File: config.mk
export PLATFORM = sky130hd
export DESIGN_NAME = matrix_pwm_driver
export DESIGN_NICKNAME = d
export VERILOG_FILES = /design/src/rtl/matrix_pwm_driver.sv
export SDC_FILE = /design/constraint.sdc
export NUM_CORES = 1
export LEC_CHECK = 0
export ABC_AREA = 1
export CORE_MARGIN = 5
export CORE_UTILIZATION = 25
export DETAILED_ROUTE_END_ITERATION = 6
export DONT_BUFFER_PORTS = 1
export GPL_ROUTABILITY_DRIVEN = 0
export REMOVE_ABC_BUFFERS = 1
export SLEW_MARGIN = 25
export SYNTH_ARGS = -nofsm -noshare
export SYNTH_HDL_FRONTEND = slang
export SYNTH_SLANG_ARGS = --single-unit
File: constraint.sdc
create_clock -name clk -period 6.4 [get_ports clk]
set_input_delay 1.92 -clock clk [delete_from_list [all_inputs] [get_ports clk]]
set_output_delay 1.92 -clock clk [all_outputs]
set_load 0.005 [all_outputs]
File: src/rtl/matrix_pwm_driver.sv
// ROWS x COLS RGB matrix driver for chained 595-style shift registers. A pipelined Wishbone slave
// exposes a double-buffered framebuffer and control registers. Each row uses 2^PWM_BITS sub-scans for brightness.
module matrix_pwm_driver #(
    parameter int ROWS     = 8,
    parameter int COLS     = 8,
    parameter int CLK_DIV  = 4,
    parameter int PWM_BITS = 4,
    localparam int WPR     = COLS / 8,
    localparam int AW      = $clog2(ROWS * WPR) + 1
) (
    input  logic          clk,
    input  logic          reset_n,
    output logic          o_matrix_clk,
    output logic          o_matrix_latch,
    output logic          o_matrix_mosi,
    input  logic          i_wb_cyc,
    input  logic          i_wb_stb,
    input  logic          i_wb_we,
    input  logic [AW-1:0] i_wb_addr,
    input  logic [3:0]    i_wb_sel,
    input  logic [31:0]   i_wb_wdata,
    output logic          o_wb_ack,
    output logic          o_wb_stall,
    output logic [31:0]   o_wb_rdata,
    output logic [7:0]    o_frame_cnt
);
    localparam int WA    = AW - 1;
    localparam int DEPTH = 2 ** WA;
    localparam int N     = 3 * COLS + ROWS;
    localparam int RW    = $clog2(ROWS);
    localparam int LW    = $clog2(WPR + 1) + 1;
    localparam int BW    = $clog2(N);
    localparam int DW    = $clog2(CLK_DIV) + 1;

    typedef enum logic [1:0] {ST_IDLE, ST_LOAD, ST_SHIFT, ST_LATCH} state_t;

    state_t                state_r, next_state_s;
    logic [31:0]           fb_mem_r [0:2*DEPTH-1];
    logic [31:0]           rd_data_r;
    logic [31:0]           row_words_r [0:WPR-1];
    logic [31:0]           row_words_s [0:WPR-1];
    logic [N-1:0]          image_s, shift_r;
    logic [RW-1:0]         row_r;
    logic [PWM_BITS-1:0]   k_r, brightness_r;
    logic [LW-1:0]         load_cnt_r;
    logic [BW-1:0]         bit_cnt_r;
    logic [DW-1:0]         div_cnt_r;
    logic                  phase_r;
    logic                  clk_r, latch_r, mosi_r;
    logic                  enable_r, swap_pending_r, front_r;
    logic [7:0]            frame_cnt_r;
    logic                  ack_r;
    logic [31:0]           rdata_r, rd_mux_s;
    logic                  half_done_s, last_bit_s, frame_end_s, swap_now_s, off_s;
    logic                  req_s, is_reg_s, bus_mem_wr_s, ctrl_wr_s;
    logic [WA-1:0]         word_addr_s, disp_addr_s;
    logic [WA:0]           back_idx_s, disp_idx_s;

    assign req_s        = i_wb_cyc & i_wb_stb;
    assign is_reg_s     = i_wb_addr[AW-1];
    assign word_addr_s  = i_wb_addr[WA-1:0];
    assign bus_mem_wr_s = req_s & i_wb_we & ~is_reg_s;
    assign ctrl_wr_s    = req_s & i_wb_we & is_reg_s & (word_addr_s == WA'(0));
    assign back_idx_s   = {~front_r, word_addr_s};
    assign disp_addr_s  = WA'(int'(row_r) * WPR + int'(load_cnt_r));
    assign disp_idx_s   = {front_r, disp_addr_s};

    assign half_done_s  = (div_cnt_r == DW'(CLK_DIV - 1));
    assign last_bit_s   = (bit_cnt_r == BW'(N - 1));
    assign frame_end_s  = (state_r == ST_LATCH) && half_done_s &&
                          (k_r == {PWM_BITS{1'b1}}) && (row_r == RW'(ROWS - 1));
    assign swap_now_s   = swap_pending_r && ((state_r == ST_IDLE) || frame_end_s);
    assign off_s        = (k_r >= brightness_r);

    assign o_matrix_clk   = clk_r;
    assign o_matrix_latch = latch_r;
    assign o_matrix_mosi  = mosi_r;
    assign o_wb_ack       = ack_r;
    assign o_wb_stall     = 1'b0;
    assign o_wb_rdata     = rdata_r;
    assign o_frame_cnt    = frame_cnt_r;

    // Framebuffer storage: byte-masked bus writes to the back bank, registered display read of the front bank
    always_ff @(posedge clk) begin
        if (bus_mem_wr_s) begin
            for (int b = 0; b < 4; b++) begin
                if (i_wb_sel[b]) begin
                    fb_mem_r[back_idx_s][8*b +: 8] <= i_wb_wdata[8*b +: 8];
                end
            end
        end
        rd_data_r <= fb_mem_r[disp_idx_s];
    end

    // The final word of a row is taken straight from the RAM output so LOAD stays WPR+1 cycles
    always_comb begin
        for (int w = 0; w < WPR; w++) begin
            if (w == WPR - 1) begin
                row_words_s[w] = rd_data_r;
            end else begin
                row_words_s[w] = row_words_r[w];
            end
        end
    end

    // Row image: R, G, B (active-low, MSB column first) followed by the active-high row one-hot
    always_comb begin
        image_s = '0;
        for (int c = 0; c < COLS; c++) begin
            image_s[2*COLS + ROWS + c] = off_s | ~row_words_s[c/8][4*(c%8) + 2];
            image_s[COLS + ROWS + c]   = off_s | ~row_words_s[c/8][4*(c%8) + 1];
            image_s[ROWS + c]          = off_s | ~row_words_s[c/8][4*(c%8)];
        end
        for (int r = 0; r < ROWS; r++) begin
            image_s[r] = (row_r == RW'(r));
        end
    end

    // Bus read data selection
    always_comb begin
        rd_mux_s = 32'h0000_0000;
        if (!is_reg_s) begin
            rd_mux_s = fb_mem_r[back_idx_s];
        end else if (word_addr_s == WA'(0)) begin
            rd_mux_s[0]              = enable_r;
            rd_mux_s[8 +: PWM_BITS]  = brightness_r;
        end else if (word_addr_s == WA'(1)) begin
            rd_mux_s[0]    = swap_pending_r;
            rd_mux_s[15:8] = frame_cnt_r;
        end else begin
            rd_mux_s = 32'h0000_0000;
        end
    end

    // Wishbone response: every accepted request is acked on the following cycle
    always_ff @(posedge clk or negedge reset_n) begin
        if (!reset_n) begin
            ack_r   <= 1'b0;
            rdata_r <= 32'h0000_0000;
        end else begin
            ack_r <= req_s;
            if (req_s && !i_wb_we) begin
                rdata_r <= rd_mux_s;
            end else begin
                rdata_r <= 32'h0000_0000;
            end
        end
    end

    // Control registers, bank selection and frame counter; a bus swap request wins over a same-cycle clear
    always_ff @(posedge clk or negedge reset_n) begin
        if (!reset_n) begin
            enable_r       <= 1'b0;
            brightness_r   <= {PWM_BITS{1'b1}};
            swap_pending_r <= 1'b0;
            front_r        <= 1'b0;
            frame_cnt_r    <= 8'd0;
        end else begin
            if (swap_now_s) begin
                front_r        <= ~front_r;
                swap_pending_r <= 1'b0;
            end
            if (frame_end_s) begin
                frame_cnt_r <= frame_cnt_r + 8'd1;
            end
            if (ctrl_wr_s) begin
                if (i_wb_sel[0]) begin
                    enable_r <= i_wb_wdata[0];
                    if (i_wb_wdata[1]) begin
                        swap_pending_r <= 1'b1;
                    end
                end
                if (i_wb_sel[1]) begin
                    brightness_r <= i_wb_wdata[8 +: PWM_BITS];
                end
            end
        end
    end

    // FSM state register
    always_ff @(posedge clk or negedge reset_n) begin
        if (!reset_n) begin
            state_r <= ST_IDLE;
        end else begin
            state_r <= next_state_s;
        end
    end

    // FSM next-state logic
    always_comb begin
        next_state_s = state_r;
        case (state_r)
            ST_IDLE: begin
                if (enable_r) next_state_s = ST_LOAD;
                else          next_state_s = ST_IDLE;
            end
            ST_LOAD: begin
                if (load_cnt_r == LW'(WPR)) next_state_s = ST_SHIFT;
                else                        next_state_s = ST_LOAD;
            end
            ST_SHIFT: begin
                if (half_done_s && phase_r && last_bit_s) next_state_s = ST_LATCH;
                else                                      next_state_s = ST_SHIFT;
            end
            ST_LATCH: begin
                if (!half_done_s)  next_state_s = ST_LATCH;
                else if (enable_r) next_state_s = ST_LOAD;
                else               next_state_s = ST_IDLE;
            end
            default: next_state_s = ST_IDLE;
        endcase
    end

    // Scan datapath: row fetch, serial shifting, latch pulse and row/sub-scan sequencing
    always_ff @(posedge clk or negedge reset_n) begin
        if (!reset_n) begin
            clk_r      <= 1'b0;
            latch_r    <= 1'b0;
            mosi_r     <= 1'b0;
            row_r      <= '0;
            k_r        <= '0;
            load_cnt_r <= '0;
            bit_cnt_r  <= '0;
            div_cnt_r  <= '0;
            phase_r    <= 1'b0;
            shift_r    <= '0;
            for (int w = 0; w < WPR; w++) row_words_r[w] <= 32'h0000_0000;
        end else begin
            case (state_r)
                ST_IDLE: begin
                    clk_r      <= 1'b0;
                    latch_r    <= 1'b0;
                    mosi_r     <= 1'b0;
                    row_r      <= '0;
                    k_r        <= '0;
                    load_cnt_r <= '0;
                end
                ST_LOAD: begin
                    load_cnt_r <= load_cnt_r + 1'b1;
                    for (int w = 0; w < WPR; w++) begin
                        if (load_cnt_r == LW'(w + 1)) row_words_r[w] <= rd_data_r;
                    end
                    if (load_cnt_r == LW'(WPR)) begin
                        mosi_r    <= image_s[N-1];
                        shift_r   <= {image_s[N-2:0], 1'b0};
                        bit_cnt_r <= '0;
                        div_cnt_r <= '0;
                        phase_r   <= 1'b0;
                    end
                end
                ST_SHIFT: begin
                    if (!half_done_s) begin
                        div_cnt_r <= div_cnt_r + 1'b1;
                    end else begin
                        div_cnt_r <= '0;
                        if (!phase_r) begin
                            clk_r   <= 1'b1;
                            phase_r <= 1'b1;
                        end else begin
                            clk_r   <= 1'b0;
                            phase_r <= 1'b0;
                            if (last_bit_s) begin
                                latch_r <= 1'b1;
                            end else begin
                                mosi_r    <= shift_r[N-1];
                                shift_r   <= {shift_r[N-2:0], 1'b0};
                                bit_cnt_r <= bit_cnt_r + 1'b1;
                            end
                        end
                    end
                end
                ST_LATCH: begin
                    if (!half_done_s) begin
                        div_cnt_r <= div_cnt_r + 1'b1;
                    end else begin
                        latch_r    <= 1'b0;
                        div_cnt_r  <= '0;
                        load_cnt_r <= '0;
                        k_r        <= k_r + 1'b1;
                        if (k_r == {PWM_BITS{1'b1}}) begin
                            if (row_r == RW'(ROWS - 1)) row_r <= '0;
                            else                        row_r <= row_r + 1'b1;
                        end
                    end
                end
                default: begin
                    clk_r   <= 1'b0;
                    latch_r <= 1'b0;
                end
            endcase
        end
    end
endmodule

==> results.txt, run 1 <==
----------------------------------------------------
[Run status]
  Result of the run ... complete, no violations

[Logic synthesis]
  Mean instance size in the synthesized netlist ... 9.47 sq um
  Most used DFF post-synth ... edfxtp_1
  Gate count of the mapped netlist ... about 3100
  Fraction of registers with async set or reset after synthesis ... around 16%
  Total of warnings raised by yosys ... 0
  Count of different cell masters after synthesis ... 40
  Register bit total from synthesis ... ~640
  Summed instance area of the synthesized netlist ... 29600 sq um
  Post-synth EDFFs ... 512
  Fraction of the yosys area taken by sequential cells ... 62.2%

[Global route]
  Antenna violations before repair ... 3
  Vias in the first global route ... 21100
  Wire length of the first global-routing pass ... around 130000 um
  Aggregate global routing overflow ... 0
  Tot GR Track Use ... ~14%
  Maximum number of pins on one net before global-route repair ... 220

[Place]
  Detailed placement HPWL ... between 50000 and 60000 um
  Count of input and output buffers ... 0
  Total cell area at the placement stage ... slightly above 30000 sq um

[CTS]
  Gates resized, CTS repair ... 0
  Count of clock tree sinks ... 638
  Clk buf depth ... 3
  Register clock-pin slew on the reported worst setup and hold paths ... 60 ps
  Number of levels in the clock H-tree ... 3
  Root cell of the clock tree ... clkbuf_16
  Insertion delay of the later-clocked pin in the worst-skew pair ... around 620 ps
  Hold buffer count at cts ... 0
  Total setup buffers inserted after CTS ... 0
  TritonCTS clock tree ... yes
  Clock buffer count from CTS ... between 60 and 70

[Routing]
  Count of antenna-violating nets left after detailed routing ... 0
  Wire length after detailed routing ... around 91000 um
  Routed wire per std cell ... just under 20 um
  Number of design-rule violations left by the first detailed-router iteration ... between 2000 and 2500
  DRC viols ... 0
  Count of TritonRoute iterations in the first routing pass ... 5
  DR vias/cell ... 4.79
  Number of vias after detailed routing ... roughly 22000

[Worst setup path]
  Cell type of the slowest stage on the worst timing path ... nor2_1
  Delay of the slowest cell on the worst path ... 810 ps
  Worst path most repeated cell ... nand2_1
  Worst r2r path cells ... 6
  Flop2flop setup slack ... 2500 ps
  Cell family with the largest share of critical-path delay ... simple AND/OR/NAND/NOR gates
  Startpoint types ... input pin
  Critical path buffers and inverters ... 1
  Required time worst endpoint ... 6650 ps
  Worst-path maximum fanout ... 16
  End of the worst register-to-register path ... fb_mem_r[2][11]$_DFFE_PP_
  Startpoint-to-endpoint class of the critical path ... in -> reg
  RR Startpoint ... front_r$_DFFE_PN0P_
  WP data arrival ... roughly 4300 ps
  Type of element capturing the critical path ... register
  Worst-path cell chain ... nand2_1 -> inv_1 -> nand2_1 -> nor2_1 -> nand2_1 -> nor2_1

[Layout]
  Number of diodes ... 0
  Area grow syn2layout ... 12.4%
  Layout net count ... slightly above 3000
  Footprint of the multi-input gates ... 9400 sq um
  Share of cells above drive strength 1 ... 5.01%
  Register Area ... around 18000 sq um
  Final core area utilization ... about 28%
  Final Cell Area ... roughly 33000 sq um
  # fillers ... 12100

[Min path]
  Min-Delay Endpoint ... shift_r[7]$_DFFE_PN0P_
  Instance count along the most critical hold path ... 2
  Path type of the worst min-delay path ... reg -> reg
  Worst Min Path Start ... shift_r[7]$_DFFE_PN0P_

[Timing]
  Post-route fraction of the period consumed by the critical path ... a little over three fifths
  Min Clock Period, post-route ... about 4000 ps
  Fmax ... between 200 and 250 MHz
  Max-slew headroom at the worst pin ... between 20% and 30%
  Smallest hold slack ... around 480 ps
  Worst Tran Pin Value ... 1050 ps
  Final hold violation count ... 0
  RSZ-0062 raised after global routing ... false
  Final-report setup violation count ... 0
  Slew Limit Fails ... 0
  Final worst clock skew ... approximately 22 ps

[Pwr]
  Leakage dissipation ... around 13 nW
  Internal power component ... between 7 and 8 mW
  Portion of total power attributed to combinational logic ... 20.8%
  Clk pwr share ... a little over a third
  Peak supply drop ... between 0.0003 and 0.0004 V
  Total power density per cell area ... ~340 nW/um^2
  Sw frac ... 31.0%
  Proportion of power drawn by flip-flops and latches ... between 40 and 50%
  Psw ... around 3.5 mW

[Floorplanning]
  Number of top-level pins ... 90
  Horizontal die dimension ... about 350 um
  # rows ... around 130
  Overall die area ... around 130000 sq um
  Placeable core region ... 118000 sq um
  Effective utilization at floorplan ... 25.1%
  Vertical die dimension ... ~350 um

[Job]
  Total of max-cap violations ... 0

----------------------------------------------------
worst register-to-register path, delay by kind of cell (launching register included):
kind / cells / cell delay (ps)
flops: 1 / 620
buf+inv: 3 / 1390
simple gates: 3 / 1530
through the flow:
step | power [mW] | setup WS [ps] | setup TNS, ps | std cells
detailed placement | 7.21 | 1800 | 0 | 4503
floorplan | 6.52 | -436 | -9310 | 2943
finish | 11.3 | 2350 | 0 | 4632
CTS | 11.3 | 2450 | 0 | 4631
global placement | 7.18 | 1820 | 0 | 4503
global route | 11.8 | 2340 | 0 | 4632
state kept, by name (all words and copies together) (netlist names):
signal          flops
bit_cnt_r           5
brightness_r        4
div_cnt_r           3
enable_r            1
fb_mem_r          512
front_r             1
k_r                 4
load_cnt_r          2
o_frame_cnt         8
o_matrix_clk        1
o_matrix_latch      1
o_matrix_mosi       1
o_wb_ack            1
o_wb_rdata         32
phase_r             1
rd_data_r          24
row_r               3
shift_r            31
state_r             2
swap_pending_r      1
power by group through the flow:
stage | Sequential [mW] | Clock, mW | Combinational, mW
after floorplan | 4.86 | 0 | 1.67
after global placement | 4.90 | 0 | 2.28
after detailed placement | 4.91 | 0 | 2.31
after CTS | 4.82 | 4.14 | 2.31
after global routing | 4.84 | 4.33 | 2.60
final | 4.83 | 4.09 | 2.35
layout by cell type, fill, tap and decap left out, types with 20 or more instances in the layout:
master and count:
nor2_1 196, inv_1 261, dfrtp_1 98, clkbuf_16 71
ha_1 21, buf_4 22, clkbuf_1 20, o21ai_0 221
nand4_1 61, a21oi_1 156, dfxtp_1 24, o211ai_1 121
nand2_1 1044, edfxtp_1 512, nand3_1 157
per-layer routing:
metal | GRT usage, % | routed length, um | vias up
li1 | - | - | 10400
met1 | 18.9 | 38900 | 10700
met2 | 22.0 | 40300 | 943
met3 | 3.77 | 8690 | 182
met4 | 4.48 | 3070 | 4
met5 | 0 | 16 | -
synthesized netlist by cell type (2+ instances only):
cell type | number | share of area [%]
nand2_1 | 1046 | 13
edfxtp_1 | 512 | 52
inv_1 | 262 | 3.3
o21ai_0 | 221 | 3.7
nor2_1 | 196 | 2.5
a21oi_1 | 157 | 2.7
nand3_1 | 157 | 2.7
o211ai_1 | 121 | 3.1
dfrtp_1 | 98 | 8.3
buf_2 | 81 | 1.4
clkbuf_1 | 72 | 0.91
nand4_1 | 61 | 1.3
dfxtp_1 | 24 | 1.6
ha_1 | 23 | 0.97
buf_1 | 18 | 0.23
o21ai_1 | 12 | 0.20
buf_4 | 10 | 0.25
o22ai_1 | 6 | 0.13
xor2_1 | 6 | 0.18
a22oi_1 | 5 | 0.13
inv_2 | 5 | 0.063
dfstp_2 | 4 | 0.36
nor2_2 | 4 | 0.085
buf_6 | 3 | 0.11
nand2_2 | 3 | 0.063
xnor2_1 | 3 | 0.089
mux2i_1 | 2 | 0.068
nor2_4 | 2 | 0.076
o31ai_1 | 2 | 0.051
worst max path at each step:
stage                         start                        end  slack, ps  cells after the start
2_1_floorplan  row_r[0]$_DFFE_PN0P_      rd_data_r[30]$_DFF_P_       -440                      5
3_3_place_gp               i_wb_cyc  fb_mem_r[5][24]$_DFFE_PP_       1820                      6
3_5_place_dp               i_wb_cyc  fb_mem_r[5][26]$_DFFE_PP_       1800                      6
4_1_cts                    i_wb_cyc  fb_mem_r[6][26]$_DFFE_PP_       2450                      6
5_1_grt                    i_wb_cyc  fb_mem_r[5][24]$_DFFE_PP_       2340                      6
6_report                   i_wb_cyc  fb_mem_r[6][29]$_DFFE_PP_       2350                      6
logic make-up after synthesis:
group           count (synthesis)  synth area share, %
compound gates                529                 10.1
xor+xnor                        9                0.266
fa+ha+maj                      24                 1.04
buf+inv                       453                 6.30
flops                         638                 62.2
mux                             2               0.0676
other cells                     1               0.0127
simple gates                 1471                 20.0
cell type report:
cell class	count	share of cell area [%]
Clock buffer	95	5.73
Clock inverter	33	1.23
Inverter	269	3.05
Multi-Input combinational cell	2036	28.2
Sequential cell	638	55.3
Tap cell	1536	5.78
Timing Repair Buffer	25	0.650
(Power assumes the default switching activity.)
==> inputs of run 2 (changes only) <==
==> constraint.sdc (replaced) <==
create_clock -name clk -period 4.1 [get_ports clk]
set_input_delay 1.23 -clock clk [delete_from_list [all_inputs] [get_ports clk]]
set_output_delay 1.23 -clock clk [all_outputs]
set_load 0.005 [all_outputs]
==> results.txt, run 2 (synthesized netlist as in run 1, its figures left out) <==
----------------------------------------------------
[Run status]
  Result of the run ... complete, no violations

[Routing]
  DR vias/cell ... 4.80 (+0.18%)
  Count of antenna-violating nets left after detailed routing ... 0 (unchanged)
  Number of design-rule violations left by the first detailed-router iteration ... 2141 (-6.8%)
  DRC viols ... 0 (unchanged)
  Number of vias after detailed routing ... 22600 (+1.7%)
  Count of TritonRoute iterations in the first routing pass ... 5 (unchanged)
  Wire length after detailed routing ... 91600 um (+0.69%)
  Routed wire per std cell ... 19.5 um (-0.85%)

[Timing]
  Slew Limit Fails ... 0 (unchanged)
  Min Clock Period, post-route ... between 3000 and 4000 ps
  Max-slew headroom at the worst pin ... 28.5% (-1.3 points)
  Post-route fraction of the period consumed by the critical path ... around four fifths
  Final worst clock skew ... 31.3 ps (+9.07 ps)
  Fmax ... between 300 and 400 MHz
  RSZ-0062 raised after global routing ... false
  Final-report setup violation count ... 0 (unchanged)
  Final hold violation count ... 0 (unchanged)
  Worst Tran Pin Value ... 1070 ps (+19.8 ps)
  Crit path setup slack, layout ... 844 ps (-1510 ps)

[Floorplanning]
  Effective utilization at floorplan ... 25.1% (unchanged)
  # rows ... 126 (unchanged)
  Number of top-level pins ... 90 (unchanged)
  Vertical die dimension ... 354 um (unchanged)
  Horizontal die dimension ... 354 um (unchanged)
  Placeable core region ... 118000 sq um (unchanged)
  Overall die area ... 125000 sq um (unchanged)

[Place]
  Detailed placement HPWL ... 57100 um (-0.77%)
  Count of input and output buffers ... 0 (unchanged)
  Post-Place Setup Slack ... 277 ps (-1520 ps)

[Global route]
  Aggregate global routing overflow ... 0 (unchanged)
  Vias in the first global route ... 21400 (+1.3%)
  Tot GR Track Use ... 14.1% (+0.097 points)
  Wire length of the first global-routing pass ... 135000 um (+0.75%)
  Antenna violations before repair ... 3 (unchanged)
  Maximum number of pins on one net before global-route repair ... 111 (-50%)

[Layout]
  Top library cells by usage in the layout, fill and taps aside ... nand2_1, edfxtp_1, inv_1, o21ai_0, nor2_1
  Flip-flop count of the largest register, all copies and words added ... 512 (unchanged)
  Final core area utilization ... 28.7% (+0.45 points)
  Register with the most flip-flops ... fb_mem_r
  Share of cells above drive strength 1 ... 7.26% (+2.3 points)
  Area grow syn2layout ... 14.2%
  # fillers ... 12100 (-0.66%)
  Layout net count ... 3182 (+2.4%)
  Most frequent standard cell in the layout excluding fill and tap cells ... nand2_1
  Number of diodes ... 0 (unchanged)

[Pwr]
  Leakage dissipation ... 13.5 nW (+2.8%)
  Total power density per cell area ... 518 nW/um^2 (+53%)
  Peak supply drop ... 0.000322 V (-7.3%)

[Worst setup path]
  Startpoint-to-endpoint class of the critical path ... in -> reg
  Type of element capturing the critical path ... register
  Worst-path maximum fanout ... 16 (unchanged)
  WP data arrival ... 3490 ps (-810 ps)
  Startpoint types ... input pin
  Required time worst endpoint ... 4340 ps (-2310 ps)

[CTS]
  Count of clock tree sinks ... 638 (unchanged)
  Hold buffer count at cts ... 0 (unchanged)
  Register clock-pin slew on the reported worst setup and hold paths ... 60 ps (about the same)
  Number of levels in the clock H-tree ... 3 (unchanged)
  Clock buffer count from CTS ... 70 (+1.4%)
  Gates resized, CTS repair ... 0 (unchanged)
  Root cell of the clock tree ... clkbuf_16
  TritonCTS clock tree ... yes
  Clk buf depth ... 3 (unchanged)
  Total setup buffers inserted after CTS ... 0 (unchanged)
  Insertion delay of the later-clocked pin in the worst-skew pair ... 630 ps (about the same)

[Job]
  Total of max-cap violations ... 0 (unchanged)

[Min path]
  Path type of the worst min-delay path ... in -> async

----------------------------------------------------
==> run 2: path summary, 6_finish.rpt <==
check,startpoint,endpoint,slack (ps),cells after the start
worst min register to register,shift_r[31]$_DFFE_PN0P_,shift_r[31]$_DFFE_PN0P_,480,2
max in group asynchronous,reset_n,o_wb_rdata[24]$_DFF_PN0_,3520,0
worst min-delay path,reset_n,o_wb_rdata[8]$_DFF_PN0_,320,0
worst max-delay path,i_wb_cyc,fb_mem_r[15][29]$_DFFE_PP_,840,6
worst max register to register,row_r[0]$_DFFE_PN0P_,rd_data_r[10]$_DFF_P_,1070,9
min in group clk,shift_r[31]$_DFFE_PN0P_,shift_r[31]$_DFFE_PN0P_,480,2
==> run 2: worst max-delay path, stage by stage <==
cell and delay (ps):
nand2_1 60, inv_1 80, nand2_1 120, nor2_1 670, nand2_1 530, nor2_1 790
==> run 2: final cells by class <==
type / instances / area (sq um) / share of cell area (%)
clock buffers: 87 / 1880 / 5.56
well taps: 1536 / 1920 / 5.69
multi-input cells: 2036 / 9400 / 27.8
repair buffers: 98 / 798 / 2.36
flip-flops and latches: 638 / 18400 / 54.5
clock inverters: 40 / 378 / 1.12
inverters: 269 / 1010 / 3.00
==> run 2: stage by stage <==
step / instance area, sq um / instances / hold WS [ps] / power (mW) / setup TNS [ps]
5_1_grt: 33800 / 4704 / 292 / 18.3 / 0
4_1_cts: 33800 / 4704 / 267 / 17.6 / 0
2_1_floorplan: 28700 / 2943 / 449 / 10.1 / -64510
6_report: 33800 / 4704 / 321 / 17.5 / 0
3_5_place_dp: 31500 / 4577 / 467 / 11.4 / 0
3_3_place_gp: 31500 / 4577 / 462 / 11.3 / 0
==> run 2: metal layers <==
layer | share of wire (%) | vias to the layer above | track usage (%)
met5 | 0.029 | - | 0
met4 | 2.9 | 4 | 4.48
met3 | 9.7 | 179 | 3.35
met2 | 45 | 956 | 22.3
met1 | 43 | 10900 | 19.2
li1 | - | 10500 | -
==> run 2: power by group <==
group          internal (mW)  total, mW  switching [mW]  leakage (nW)
clock network           3.54       6.20            2.66          1.09
registers               7.33       7.56           0.237          6.15
logic                   1.13       3.76            2.63          6.24
total                   12.0       17.5            5.53          13.5
==> inputs of run 3 (changes only) <==
==> constraint.sdc (replaced) <==
create_clock -name clk -period 2.81 [get_ports clk]
set_input_delay 0.843 -clock clk [delete_from_list [all_inputs] [get_ports clk]]
set_output_delay 0.843 -clock clk [all_outputs]
set_load 0.005 [all_outputs]
==> results.txt, run 3 (synthesized netlist as in run 1, its figures left out) <==
----------------------------------------------------
[Timing]
  Post-route fraction of the period consumed by the critical path ... approximately nine tenths
  Final hold violation count ... 98 (+98)
  Final-report setup violation count ... 0 (unchanged)
  Smallest hold slack ... -68.7 ps (-389 ps)
  Min Clock Period, post-route ... 2530 ps
  Fmax ... approximately 390 MHz
  Max-slew headroom at the worst pin ... 52.0% (+24 points)
  Final worst clock skew ... 37.2 ps (+5.89 ps)
  Worst Tran Pin Value ... 719 ps (-354 ps)
  RSZ-0062 raised after global routing ... false
  Slew Limit Fails ... 0 (unchanged)

[Place]
  Total cell area at the placement stage ... 32000 sq um (+1.6%)
  Dpl cells ... 4620 (+0.94%)
  Count of input and output buffers ... 0 (unchanged)
  Detailed placement HPWL ... 57100 um (about the same)

[Routing]
  Number of design-rule violations left by the first detailed-router iteration ... 2568 (+20%)
  Number of vias after detailed routing ... 22600 (+0.17%)
  Wire length after detailed routing ... 92000 um (+0.44%)
  Routed wire per std cell ... 19.4 um (-0.62%)
  DRC viols ... 0 (unchanged)
  Count of antenna-violating nets left after detailed routing ... 0 (unchanged)
  Count of TritonRoute iterations in the first routing pass ... 5 (unchanged)
  DR vias/cell ... 4.76 (-0.88%)

[CTS]
  Total setup buffers inserted after CTS ... 0 (unchanged)
  Register clock-pin slew on the reported worst setup and hold paths ... 60 ps (about the same)
  Number of levels in the clock H-tree ... 3 (unchanged)
  Gates resized, CTS repair ... 0 (unchanged)
  Count of clock tree sinks ... 638 (unchanged)
  TritonCTS clock tree ... yes
  Clk buf depth ... 3 (unchanged)
  Root cell of the clock tree ... clkbuf_16
  Insertion delay of the later-clocked pin in the worst-skew pair ... 630 ps (about the same)
  Clock buffer count from CTS ... 71 (+1.4%)

[Run status]
  Failing checks ... hold timing
  Result of the run ... finished, violations left

[Layout]
  Top library cells by usage in the layout, fill and taps aside ... nand2_1, edfxtp_1, inv_1, o21ai_0, nor2_1
  Area grow syn2layout ... 16.5%
  Most frequent standard cell in the layout excluding fill and tap cells ... nand2_1
  Share of cells above drive strength 1 ... 8.83% (+1.6 points)
  Flip-flop count of the largest register, all copies and words added ... 512 (unchanged)
  Register with the most flip-flops ... fb_mem_r
  # fillers ... 12000 (-0.27%)
  Layout net count ... 3227 (+1.4%)
  Non-filler instance count after layout ... 4754 (+1.1%)
  Final Cell Area ... 34500 sq um (+2.0%)
  Final core area utilization ... 29.3% (+0.57 points)

[Worst setup path]
  Cell type of the slowest stage on the worst timing path ... fa_4
  Cell family with the largest share of critical-path delay ... adder cells
  WP data arrival ... 3050 ps (-440 ps)
  Worst-path cell chain ... ha_4 -> inv_1 -> fa_4 -> buf_12 -> buf_4 -> a21oi_1 -> o21ai_0 -> nand3_1 -> nand3_1 -> nand2_1
  Delay of the slowest cell on the worst path ... 800 ps (about the same)
  Flop2flop setup slack ... 280 ps (-790 ps)
  Type of element capturing the critical path ... register
  Required time worst endpoint ... 3330 ps (-1010 ps)
  Worst-path maximum fanout ... 25 (+9)
  Worst path most repeated cell ... nand3_1
  Critical path buffers and inverters ... 3 (+2)
  Startpoint-to-endpoint class of the critical path ... reg -> reg
  Startpoint types ... register

[Pwr]
  Total power density per cell area ... 756 nW/um^2 (+46%)
  Clk pwr share ... 36.4% (+1.0 points)
  Leakage dissipation ... 13.9 nW (+2.8%)
  Portion of total power attributed to combinational logic ... 21.4% (about the same)
  Proportion of power drawn by flip-flops and latches ... 42.3% (-0.9 points)
  Sw frac ... 30.6% (-0.96 points)
  Peak supply drop ... 0.000365 V (+13%)
  Psw ... 7.97 mW (+44%)
  Internal power component ... 18.1 mW (+51%)

[Floorplanning]
  Number of top-level pins ... 90 (unchanged)
  Vertical die dimension ... 354 um (unchanged)
  Overall die area ... 125000 sq um (unchanged)
  Placeable core region ... 118000 sq um (unchanged)
  Horizontal die dimension ... 354 um (unchanged)
  Effective utilization at floorplan ... 25.1% (unchanged)
  # rows ... 126 (unchanged)

[Global route]
  Maximum number of pins on one net before global-route repair ... 103 (-7.2%)
  Antenna violations before repair ... 3 (unchanged)
  Aggregate global routing overflow ... 0 (unchanged)
  Tot GR Track Use ... 14.3% (+0.16 points)
  Vias in the first global route ... 21700 (+1.5%)
  Wire length of the first global-routing pass ... 138000 um (+2.0%)

[Min path]
  Path type of the worst min-delay path ... in -> async

[Job]
  Total of max-cap violations ... 0 (unchanged)

----------------------------------------------------
-- run 3: layout make-up --
cell class	instances	area, sq um	share of cell area (%)
flip-flops and latches	638	18400	53.4
clock buffers	108	2150	6.23
clock inverters	24	269	0.780
multi-input cells	2036	9390	27.2
repair buffers	142	1320	3.83
well taps	1536	1920	5.57
diodes	1	2.50	0.00726
inverters	269	1010	2.94
-- run 3: power groups by stage --
| stage | clock network, mW | logic (mW) | registers [mW] |
|---|---|---|---|
| CTS | 9.67 | 5.51 | 11.0 |
| detailed placement | 0 | 5.48 | 11.2 |
| global route | 10.0 | 6.16 | 11.1 |
| finish | 9.49 | 5.57 | 11.0 |
| global placement | 0 | 5.42 | 11.2 |
| floorplan | 0 | 3.24 | 11.0 |
-- run 3: metrics by stage --
stage | worst slack (ps) | total power, mW | hold WS, ps | TNS, ps
after detailed placement | 288 | 16.7 | 466 | 0
after CTS | 300 | 26.2 | -113 | 0
after global placement | 302 | 16.6 | 462 | 0
after floorplan | -4030 | 14.3 | 449 | -264100
after global routing | 164 | 27.3 | -110 | 0
final | 276 | 26.1 | -68.7 | 0
-- run 3: worst paths after layout --
path | startpoint | to | cells past startpoint
worst max-delay path | row_r[0]$_DFFE_PN0P_ | rd_data_r[18]$_DFF_P_ | 10
worst min-delay path | reset_n | o_frame_cnt[6]$_DFFE_PN0P_ | 0
worst max register to register | row_r[0]$_DFFE_PN0P_ | rd_data_r[18]$_DFF_P_ | 10
worst min register to register | shift_r[17]$_DFFE_PN0P_ | shift_r[17]$_DFFE_PN0P_ | 2
max in group asynchronous | reset_n | o_wb_rdata[26]$_DFF_PN0_ | 0
min in group clk | i_wb_wdata[19] | fb_mem_r[7][19]$_DFFE_PP_ | 0
-- run 3: worst register-to-register path: cells and delay by family (launching register included) --
kind / cells / cell delay, ps
AOI/OAI and AO/OA: 2 / 190
adders and majority gates: 2 / 950
buffers and inverters: 3 / 560
DFF: 1 / 440
and+or+nand+nor: 3 / 300
-- run 3: layer usage --
layer  routed length (um)  up-vias  global-route usage, %  share of wire, %
li1                     -    10600                      -                 -
met1                39600    10900                   19.8                43
met2                41200      910                   22.4                45
met3                 8510      166                   3.12               9.3
met4                 2670        2                   4.21               2.9
met5                   14        -                      0             0.015
